==> src/rtl/timing_pkg.sv <==
// Shared definitions for the timing phase decoder slice: counter width,
// phase count and the lock FSM state encoding.
package timing_pkg;

    localparam int CNT_W      = 4;
    localparam int NUM_PHASES = 16;

    typedef enum logic [1:0] {
        IDLE    = 2'd0,
        ACQUIRE = 2'd1,
        LOCKED  = 2'd2,
        FAULT   = 2'd3
    } state_t;

    // One-hot decode of a counter value into the phase vector.
    function automatic logic [NUM_PHASES-1:0] phase_decode(input logic [CNT_W-1:0] v);
        logic [NUM_PHASES-1:0] r;
        r    = '0;
        r[v] = 1'b1;
        return r;
    endfunction

endpackage

==> src/rtl/timing_phase_decoder_if.sv <==
// Bus between the timing counter / status logic and the phase decoder.
// master: counter side (drives count bits and clear_err).
// slave:  decoder side (drives phase, strobe, lock and fault status).
interface timing_phase_decoder_if
    import timing_pkg::*;
#(
    parameter int ERR_CNT_W = 8
) ();

    logic                  count_0;
    logic                  count_1;
    logic                  count_2;
    logic                  count_3;
    logic                  clear_err;
    logic [NUM_PHASES-1:0] phase_onehot;
    logic                  frame_start;
    logic                  locked;
    logic                  err_pulse;
    logic [ERR_CNT_W-1:0]  err_count;

    modport master (
        output count_0, count_1, count_2, count_3, clear_err,
        input  phase_onehot, frame_start, locked, err_pulse, err_count
    );

    modport slave (
        input  count_0, count_1, count_2, count_3, clear_err,
        output phase_onehot, frame_start, locked, err_pulse, err_count
    );

endinterface

==> src/rtl/timing_input_sync.sv <==
// Two-flop synchronizer for the counter bits when the counter lives in an
// unrelated clock domain. Bits are synchronized independently, so a
// multi-bit transition may land skewed; the decoder treats that as an
// ordinary sequence fault.
module timing_input_sync
    import timing_pkg::*;
#(
    parameter int W = CNT_W
) (
    input  logic         clk,
    input  logic         reset,
    input  logic [W-1:0] d,
    output logic [W-1:0] q
);

    logic [1:0][W-1:0] sync_q;

    // Shift the raw bits through two flop stages.
    always_ff @(posedge clk or posedge reset) begin
        if (reset) begin
            sync_q <= '0;
        end else begin
            sync_q[0] <= d;
            sync_q[1] <= sync_q[0];
        end
    end

    assign q = sync_q[1];

endmodule

==> src/rtl/timing_phase_decoder.sv <==
// Receive-side timing phase decoder.
// Samples the 4-bit timing counter every clk, checks it advances by +1
// (mod 16), locks after LOCK_COUNT good increments and then emits a one-hot
// phase vector and a frame-start strobe. Faults seen while locked are
// pulsed and counted in a saturating counter.
// Build option: TIMING_PHASE_SYNC_EN inserts a 2-flop synchronizer ahead
// of the sample register (count-to-output latency 4 instead of 2 edges).
module timing_phase_decoder
    import timing_pkg::*;
#(
    parameter int LOCK_COUNT = 4,
    parameter int ERR_CNT_W  = 8
) (
    input  logic                  clk,
    input  logic                  reset,
    timing_phase_decoder_if.slave bus
);

    localparam logic [CNT_W-1:0]     LOCK_CNT = CNT_W'(LOCK_COUNT);
    localparam logic [ERR_CNT_W-1:0] ERR_MAX  = '1;

    logic [CNT_W-1:0] cnt_raw;
    logic [CNT_W-1:0] cnt_in;

    assign cnt_raw = {bus.count_3, bus.count_2, bus.count_1, bus.count_0};

`ifdef TIMING_PHASE_SYNC_EN
    // samp becomes meaningful three edges after reset release
    localparam int STAGES = 3;

    timing_input_sync #(
        .W (CNT_W)
    ) u_sync (
        .clk   (clk),
        .reset (reset),
        .d     (cnt_raw),
        .q     (cnt_in)
    );
`else
    // samp becomes meaningful one edge after reset release
    localparam int STAGES = 1;

    assign cnt_in = cnt_raw;
`endif

    logic [CNT_W-1:0]      samp;
    logic [CNT_W-1:0]      prev;
    logic [STAGES:1]       vld_pipe;
    logic                  samp_vld;

    state_t                state;
    logic [CNT_W-1:0]      good_run;
    logic [CNT_W-1:0]      good_inc;
    logic [CNT_W-1:0]      expected;
    logic                  match;
    logic                  lock_next;
    logic                  fault;

    logic                  locked_q;
    logic [NUM_PHASES-1:0] phase_q;
    logic                  frame_start_q;
    logic                  err_pulse_q;
    logic [ERR_CNT_W-1:0]  err_count_q;

    // Input stage: register the counter and keep the previous sample.
    // vld_pipe tracks when samp first holds a real counter value.
    always_ff @(posedge clk or posedge reset) begin
        if (reset) begin
            samp     <= '0;
            prev     <= '0;
            vld_pipe <= '0;
        end else begin
            samp        <= cnt_in;
            prev        <= samp;
            vld_pipe[1] <= 1'b1;
            for (int i = 2; i <= STAGES; i++) begin
                vld_pipe[i] <= vld_pipe[i-1];
            end
        end
    end

    assign samp_vld = vld_pipe[STAGES];
    assign expected = prev + 1'b1;
    assign match    = (samp == expected);
    assign good_inc = good_run + 1'b1;

    // Next state is LOCKED either by completing the acquire run or by a
    // good increment while already locked; a mismatch always wins.
    assign lock_next = match &&
                       (((state == ACQUIRE) && (good_inc == LOCK_CNT)) ||
                        (state == LOCKED));
    assign fault     = (state == LOCKED) && !match;

    // Lock FSM with registered phase, strobe and fault status outputs.
    always_ff @(posedge clk or posedge reset) begin
        if (reset) begin
            state         <= IDLE;
            good_run      <= '0;
            locked_q      <= 1'b0;
            phase_q       <= '0;
            frame_start_q <= 1'b0;
            err_pulse_q   <= 1'b0;
            err_count_q   <= '0;
        end else begin
            case (state)
                IDLE: begin
                    // first valid sample becomes the reference via prev
                    if (samp_vld) begin
                        state    <= ACQUIRE;
                        good_run <= '0;
                    end
                end
                ACQUIRE: begin
                    if (!match) begin
                        good_run <= '0;
                    end else if (good_inc == LOCK_CNT) begin
                        state    <= LOCKED;
                        good_run <= '0;
                    end else begin
                        good_run <= good_inc;
                    end
                end
                LOCKED: begin
                    if (!match) begin
                        state <= FAULT;
                    end
                end
                FAULT: begin
                    // one dead cycle; the sample present now seeds prev
                    state    <= ACQUIRE;
                    good_run <= '0;
                end
                default: begin
                    state    <= IDLE;
                    good_run <= '0;
                end
            endcase

            locked_q      <= lock_next;
            phase_q       <= lock_next ? phase_decode(samp) : '0;
            frame_start_q <= lock_next && (samp == '0);
            err_pulse_q   <= fault;

            // clear has priority over a coincident fault
            if (bus.clear_err) begin
                err_count_q <= '0;
            end else if (fault && (err_count_q != ERR_MAX)) begin
                err_count_q <= err_count_q + 1'b1;
            end
        end
    end

    assign bus.phase_onehot = phase_q;
    assign bus.frame_start  = frame_start_q;
    assign bus.locked       = locked_q;
    assign bus.err_pulse    = err_pulse_q;
    assign bus.err_count    = err_count_q;

    // Output sanity: never multi-hot, strobe only while locked.
    a_phase_onehot0 : assert property (@(posedge clk) disable iff (reset)
        $onehot0(phase_q));
    a_frame_in_lock : assert property (@(posedge clk) disable iff (reset)
        frame_start_q |-> locked_q);

endmodule
==> src/flat_wrapper.sv <==
// flat-port wrapper written by rule: the top's interface ports become plain ports
module timing_phase_decoder_flat import timing_pkg::*;
#(
    parameter int LOCK_COUNT = 4,
    parameter int ERR_CNT_W  = 8
)
  (clk, reset, bus_count_0, bus_count_1, bus_count_2, bus_count_3, bus_clear_err, bus_phase_onehot, bus_frame_start, bus_locked, bus_err_pulse, bus_err_count);
  timing_phase_decoder_if #(.ERR_CNT_W(ERR_CNT_W)) bus_i ();
  input  logic clk;
  input  logic reset;
  input wire logic [$bits(bus_i.count_0)-1:0] bus_count_0;
  input wire logic [$bits(bus_i.count_1)-1:0] bus_count_1;
  input wire logic [$bits(bus_i.count_2)-1:0] bus_count_2;
  input wire logic [$bits(bus_i.count_3)-1:0] bus_count_3;
  input wire logic [$bits(bus_i.clear_err)-1:0] bus_clear_err;
  output wire logic [$bits(bus_i.phase_onehot)-1:0] bus_phase_onehot;
  output wire logic [$bits(bus_i.frame_start)-1:0] bus_frame_start;
  output wire logic [$bits(bus_i.locked)-1:0] bus_locked;
  output wire logic [$bits(bus_i.err_pulse)-1:0] bus_err_pulse;
  output wire logic [$bits(bus_i.err_count)-1:0] bus_err_count;
  assign bus_i.count_0 = bus_count_0;
  assign bus_i.count_1 = bus_count_1;
  assign bus_i.count_2 = bus_count_2;
  assign bus_i.count_3 = bus_count_3;
  assign bus_i.clear_err = bus_clear_err;
  assign bus_phase_onehot = bus_i.phase_onehot;
  assign bus_frame_start = bus_i.frame_start;
  assign bus_locked = bus_i.locked;
  assign bus_err_pulse = bus_i.err_pulse;
  assign bus_err_count = bus_i.err_count;
  timing_phase_decoder #(.LOCK_COUNT(LOCK_COUNT), .ERR_CNT_W(ERR_CNT_W)) u_core (.clk(clk), .reset(reset), .bus(bus_i));
endmodule
==> config.mk <==
export PLATFORM = sky130hd
export DESIGN_NAME = timing_phase_decoder_flat
export DESIGN_NICKNAME = d
export VERILOG_FILES = /design/src/rtl/timing_pkg.sv /design/src/rtl/timing_phase_decoder_if.sv /design/src/rtl/timing_input_sync.sv /design/src/rtl/timing_phase_decoder.sv /design/src/flat_wrapper.sv
export SDC_FILE = /design/constraint.sdc
export NUM_CORES = 1
export LEC_CHECK = 0
export CAP_MARGIN = 5
export CORE_MARGIN = 2
export CORE_UTILIZATION = 46
export CTS_CLUSTER_DIAMETER = 30
export DETAILED_ROUTE_END_ITERATION = 6
export PLACE_DENSITY_LB_ADDON = 0.12
export RECOVER_POWER = 100
export SLEW_MARGIN = 20
export SYNTH_ARGS = -nofsm -noshare
export SYNTH_HDL_FRONTEND = slang
export SYNTH_SLANG_ARGS = --single-unit
export TNS_END_PERCENT = 100
==> constraint.sdc <==
create_clock -name clk -period 2 [get_ports clk]
set_input_delay 0.3 -clock clk [delete_from_list [all_inputs] [get_ports clk]]
set_output_delay 0.3 -clock clk [all_outputs]
set_load 0.02 [all_outputs]
### Word level (Yosys, flattened, before mapping)

Index checks and enable logic that the tools add are counted.

* flip-flop bits (word level): 42
* input bits: 7
* output and inout port bits: 27

* $add $sub $neg: 3
* magnitude comparators: 2
* equality and inequality tests: 10
* muxes and demuxes: 14
* reductions and logical operators: 14

Operator list (number)
* 2-to-1 mux 16 bit: 1
* 2-to-1 mux 8 bit: 2
* 2-to-1 mux 4 bit: 3
* case mux 4 bit (3 select lines): 1
* adder 4 x 1 -> 4 bit, second input constant: 2
* adder 8 x 1 -> 8 bit, second input constant: 1
* 2-to-1 mux 2 bit: 4
* != test 8 bit, second input constant: 1
* case mux 2 bit (4 select lines): 1
* logical AND 1 bit: 6
* less-than comparator 4 x 5 -> 1 bit, second input constant: 1
* demux 1 bit (select 4 bit): 1
* equality test 2 bit, second input constant: 2
* equality test 4 x 3 -> 1 bit, second input constant: 1
* equality test 4 bit: 1
* greater-or-equal comparator 4 x 1 -> 1 bit, second input constant: 1
* zero test 4 bit: 1
* != test 2 x 1 -> 1 bit, second input constant: 2
* != test 2 bit, second input constant: 2
* AND reduction 4 bit: 1
* nonzero test 3 bit: 1
* equality test 2 x 1 -> 1 bit, second input constant: 1
* zero test 2 bit: 1
* AND reduction 2 bit: 1
* 4 further kinds: 4

### Depth between registers and ports, before layout

* depth after elaboration: 7
* depth in mapped cells: 8

### Worst setup path after synthesis

Ideal clock, no wire load.

* path kind: reg-to-reg
* start point: register u_core.prev[0]
* end point: register u_core.state[1]
* arrival time: 1.930 ns
* required time: 1.873 ns
* setup slack: -0.057 ns
* cell stages (with the launch flop): 7
* path buffers: 0
* cells stage by stage: dfrtp_1 -> ha_1 -> xor3_1 -> or3_4 -> nor2_2 -> a32o_1 -> mux2_1

* word-level cells in the longest chain between the ends: 4
* elaborated cells between the ends (all ways): 5
* classes of those cells: 1 x add/sub; 3 x eq/ne; 1 x reduce/logical

Ends and longest elaborated chain
* start, declared: RTL line timing_phase_decoder.sv:47 `logic [CNT_W-1:0] prev;`
* start signal, assigned: RTL line timing_phase_decoder.sv:74 `prev <= samp;`
* adder 4 x 1 -> 4 bit (*): RTL line timing_phase_decoder.sv:83 `assign expected = prev + 1'b1;`
* equality test 4 bit (*): RTL line timing_phase_decoder.sv:84 `assign match = (samp == expected);`
* != test 2 x 1 -> 1 bit (no source line) / != test 2 bit (equally long branches)
* AND reduction 4 bit (no source line) (*)
* end signal, assigned: RTL line timing_phase_decoder.sv:97 `state <= IDLE;`
* end signal, assigned: RTL line timing_phase_decoder.sv:109 `state <= ACQUIRE;`
* end signal, assigned: RTL line timing_phase_decoder.sv:117 `state <= LOCKED;`
* end, declared: RTL line timing_phase_decoder.sv:51 `state_t state;`

Every way passes the cells marked *; elsewhere a longest branch is shown, timed or not.
A chain may end at the register's enable or synchronous reset.

### Worst setup path in the final report

* start point: register u_core.good_run[1]
* end point: register u_core.phase_q[12] (netlist: u_core.bus.phase_onehot[12])

* word-level cells in the longest chain between the ends: 6

Ends and longest elaborated chain
* start, declared: RTL line timing_phase_decoder.sv:52 `logic [CNT_W-1:0] good_run;`
* start signal, assigned: RTL line timing_phase_decoder.sv:120 `good_run <= good_inc;`
* adder 4 x 1 -> 4 bit: RTL line timing_phase_decoder.sv:85 `assign good_inc = good_run + 1'b1;`
* equality test 4 x 3 -> 1 bit: RTL line timing_phase_decoder.sv:90 `(((state == ACQUIRE) && (good_inc == LOCK_CNT)) ||`
* logical AND 1 bit: RTL line timing_phase_decoder.sv:90
* logical OR 1 bit: RTL line timing_phase_decoder.sv:90
* logical AND 1 bit: RTL line timing_phase_decoder.sv:89 `assign lock_next = match &&`
* 2-to-1 mux 16 bit: RTL line timing_phase_decoder.sv:140 `phase_q <= lock_next ? phase_decode(samp) : '0;`
* end signal, assigned: RTL line timing_phase_decoder.sv:140
* end, declared: RTL line timing_phase_decoder.sv:60 `logic [NUM_PHASES-1:0] phase_q;`

Every way passes these cells.

==> results <==
[layout make-up]
type	count	share of cell area [%]
clock inverter	2	0.5306
inverter	6	0.8683
sequential	41	39.56
clock buffer	6	3.184
multi-input combinational	110	34.44
timing repair buffer	56	19.01
tap	50	2.412
[metrics by stage]
stage                     setup TNS (ns)  area [um2]
after floorplan                 -0.01402        1849
after global placement                 0        2320
after detailed placement         -0.4186        2320
after CTS                              0        2491
after global routing              -1.257        2594
final                           -0.06117        2594
[cell families (layout without fill, tap and decap cells)]
logic type               Yosys count  after routing  share of synthesized area [%]
AND/OR/NAND/NOR                   66             67                          20.01
flip-flops                        41             41                          55.63
AO/OA/AOI/OAI                     22             22                          7.938
buffers and inverters             13             70                          3.527
XOR/XNOR                           9              9                          5.495
adder cells (fa/ha/maj)            8              8                          5.428
multiplexers                       3              3                          1.764
other                              1              1                         0.2033
[worst reg2reg max path: stages (launching register included)]
cell	delay [ns]
dfrtp_1	0.41
ha_2	0.20
buf_4	0.13
nand3b_1	0.16
o31ai_1	0.31
buf_4	0.20
a21o_4	0.15
nand2_2	0.14
nor4_2	0.23
[state kept, by name, summed over array words and instances, names as in the netlist]
| name | cells |
|---|---|
| u_core.bus.err_count | 8 |
| u_core.bus.err_pulse | 1 |
| u_core.bus.locked | 1 |
| u_core.bus.phase_onehot | 16 |
| u_core.good_run | 4 |
| u_core.prev | 4 |
| u_core.samp | 4 |
| u_core.samp_vld | 1 |
| u_core.state | 2 |
[metal layers]
| metal | GRT usage [%] | vias up |
|---|---|---|
| li1 | - | 688 |
| met4 | 8.673 | 0 |
| met5 | 0 | - |
| met1 | 21.93 | 696 |
| met2 | 31.19 | 32 |
| met3 | 5.667 | 12 |
[path summary, 6_finish.rpt]
kind                                     from  slack [ns]                           to
setup / recovery           u_core.good_run[1]       -0.02  u_core.bus.phase_onehot[12]
hold / removal                    bus_count_2        0.56               u_core.samp[2]
setup reg to reg           u_core.good_run[1]       -0.02  u_core.bus.phase_onehot[12]
hold reg to reg                u_core.samp[2]        0.59               u_core.prev[2]
max in group asynchronous               reset        0.65              u_core.state[1]
min in group asynchronous               reset        0.75      u_core.bus.err_count[2]
[cells in the final DEF, fill, tap and decap left out, types with 2 or more instances in the layout]
cell,instances
nor3_2,5
nand2_1,8
a211oi_1,2
inv_1,6
xnor2_1,5
buf_4,20
nor4_2,3
nand2b_1,4
xor2_1,2
o21ai_0,6
clkbuf_1,2
a21oi_1,5
ha_1,6
nand3_1,7
nor2_1,10
nand4_1,2
clkbuf_8,6
dlygate4sd3_1,32
nor4_4,3
or3_1,3
or2_2,2
nor3_1,6
dfrtp_1,41
[synth_stat cells (2+ instances only)]
master    number  area (um2)
dfrtp_1       41        1026
or2_2          2       12.51
xor2_1         2       17.52
a21oi_1        5       25.02
inv_1          6       22.52
nor4_1         7       43.79
nand2_1        8       30.03
nand3_1        7       35.03
o21ai_0        6       30.03
ha_1           8       100.1
a211oi_1       2       15.01
nor2_1        10       37.54
nand4_1        2       12.51
a21o_1         2       15.01
clkbuf_1       3       11.26
buf_4          2       15.01
nand2b_1       4       25.02
xnor2_1        5       43.79
nor3_1        11       55.05
or3_1          3       18.77
[report_power, final]
part	internal (mW)	switching [mW]	leakage, nW	total [mW]
Sequential	0.877	0.0368	0.545	0.913
Combinational	0.222	0.268	0.646	0.490
Clock	0.279	0.283	0.0512	0.562
[repair_timing]
item / CTS / global route
buffers inserted: 5 / 2
endpoints found under the setup margin: 13 / 18
pin swaps: 4 / 8
gates cloned: 0 / 1
gates resized for setup: 8 / 17
==> reports/metrics.yaml <==
cp_data_required_time_ns: 2.20
netlist_area_um2: 1844
hold_path.class: "input pin to flop"
synthFlopType: "dfrtp_1"
path_clk_slew_ns: 0.08
fin_crit_sh_pct: 101.1
cts_tree: "yes"
finalMaxSlewViolations: 0
numCtsBuffers: 5
numClockSinks: 41
rr_worst_depth: 8
slowest_stage: "dfrtp_1"
ys_warn_count: 0
synth_edf_count: 0
pre_cts_ws_ns: -0.07416
dp_hpwl_um: 2674
grtUsageTotal_pct: 18.62
synth.avg_cell_area_um2: 11.31
power_density_nw_per_um2: 757.8
p_leak_nw: 1.242
gp_congestion: 0.7826
ys_seq_area_share_pct: 55.63
grt.overflow.total: 0
cp_max_fo: 8
finalHoldViolCount: 0
dpl.cell_count: 255
crit_path_end_kind: "flop"
max_freq_mhz: 494.7
synth_cell_types: 47
syn_to_final_growth_pct: 40.64
drc: 0
wl_um: 3965
syn-num-nets: 178
setup_viol: 7
violations: "setup timing"
vias: 1428
met3_wirelength_um: 147
cp.buffers_inverters: 2
multi_input_area_um2: 893.4
drt_iter0_markers: 50
worst_pin_slew_ns: 0.9851
ant_nets: 0
irDropWorstVdd_v: 0.0006328
die_h_um: 67.32
holdWs_ns: 0.5587
status: "complete, but fails checks"
total_power_mw: 1.965
fin_cells: 271
worst-setup-path-type: "flop to flop"
nFillCells: 301
grt_start_max_net_pins: 42
maxCapViolCount: 0
utilization_pct: 65.79
antenna_cells: 0
skew_ns: 0.004694
fin_crit_ns: 2.021
fp-row-count: 23
cts-root-buf: "clkbuf_8"
grt_pass1_wl_um: 6189
nNetsFinal: 235
crit_top_cell: "buf_4"
htreeDepth: 2
avgViaCountPerCell: 5.269
antenna_found_initial: 0
die_area_um2: 4532
syn_inst: 163
portBuffers: 33
drive_above_1_share_pct: 25.79
max_stage_delay_ns: 0.41
cp_cell_sequence: "ha_2, buf_4, nand3b_1, o31ai_1, buf_4, a21o_4, nand2_2, nor4_2"
grt_pass1_vias: 1360
met1Wirelength_um: 1613
crit_family: "simple AND/OR/NAND/NOR gates"
highest_layer: "met4"
worstPathArrival_ns: 2.22
synth_seq_cells: 41
min_path_cells: 1
route.met2.wl_um: 2111
crit_cells: 8
coreArea_um2: 3943
start_util_pct: 46.78
setup_ws_ns: -0.02143
ys_async_sr_fraction_pct: 100.0
rsz0062_at_grt: "yes"
drt_first_pass_iters: 6
ff_latch_area_um2: 1026
worstSetupStartpointType: "flop"
wl_per_cell_um: 14.63
cts_buffer_depth: 2
clk_latency_ns: 0.29
hold_buffers: 0
maxSlewHeadroom_pct: 34.33
fp.dieW_um: 67.32
io-pin-count: 34
(Power assumes the default switching activity.)
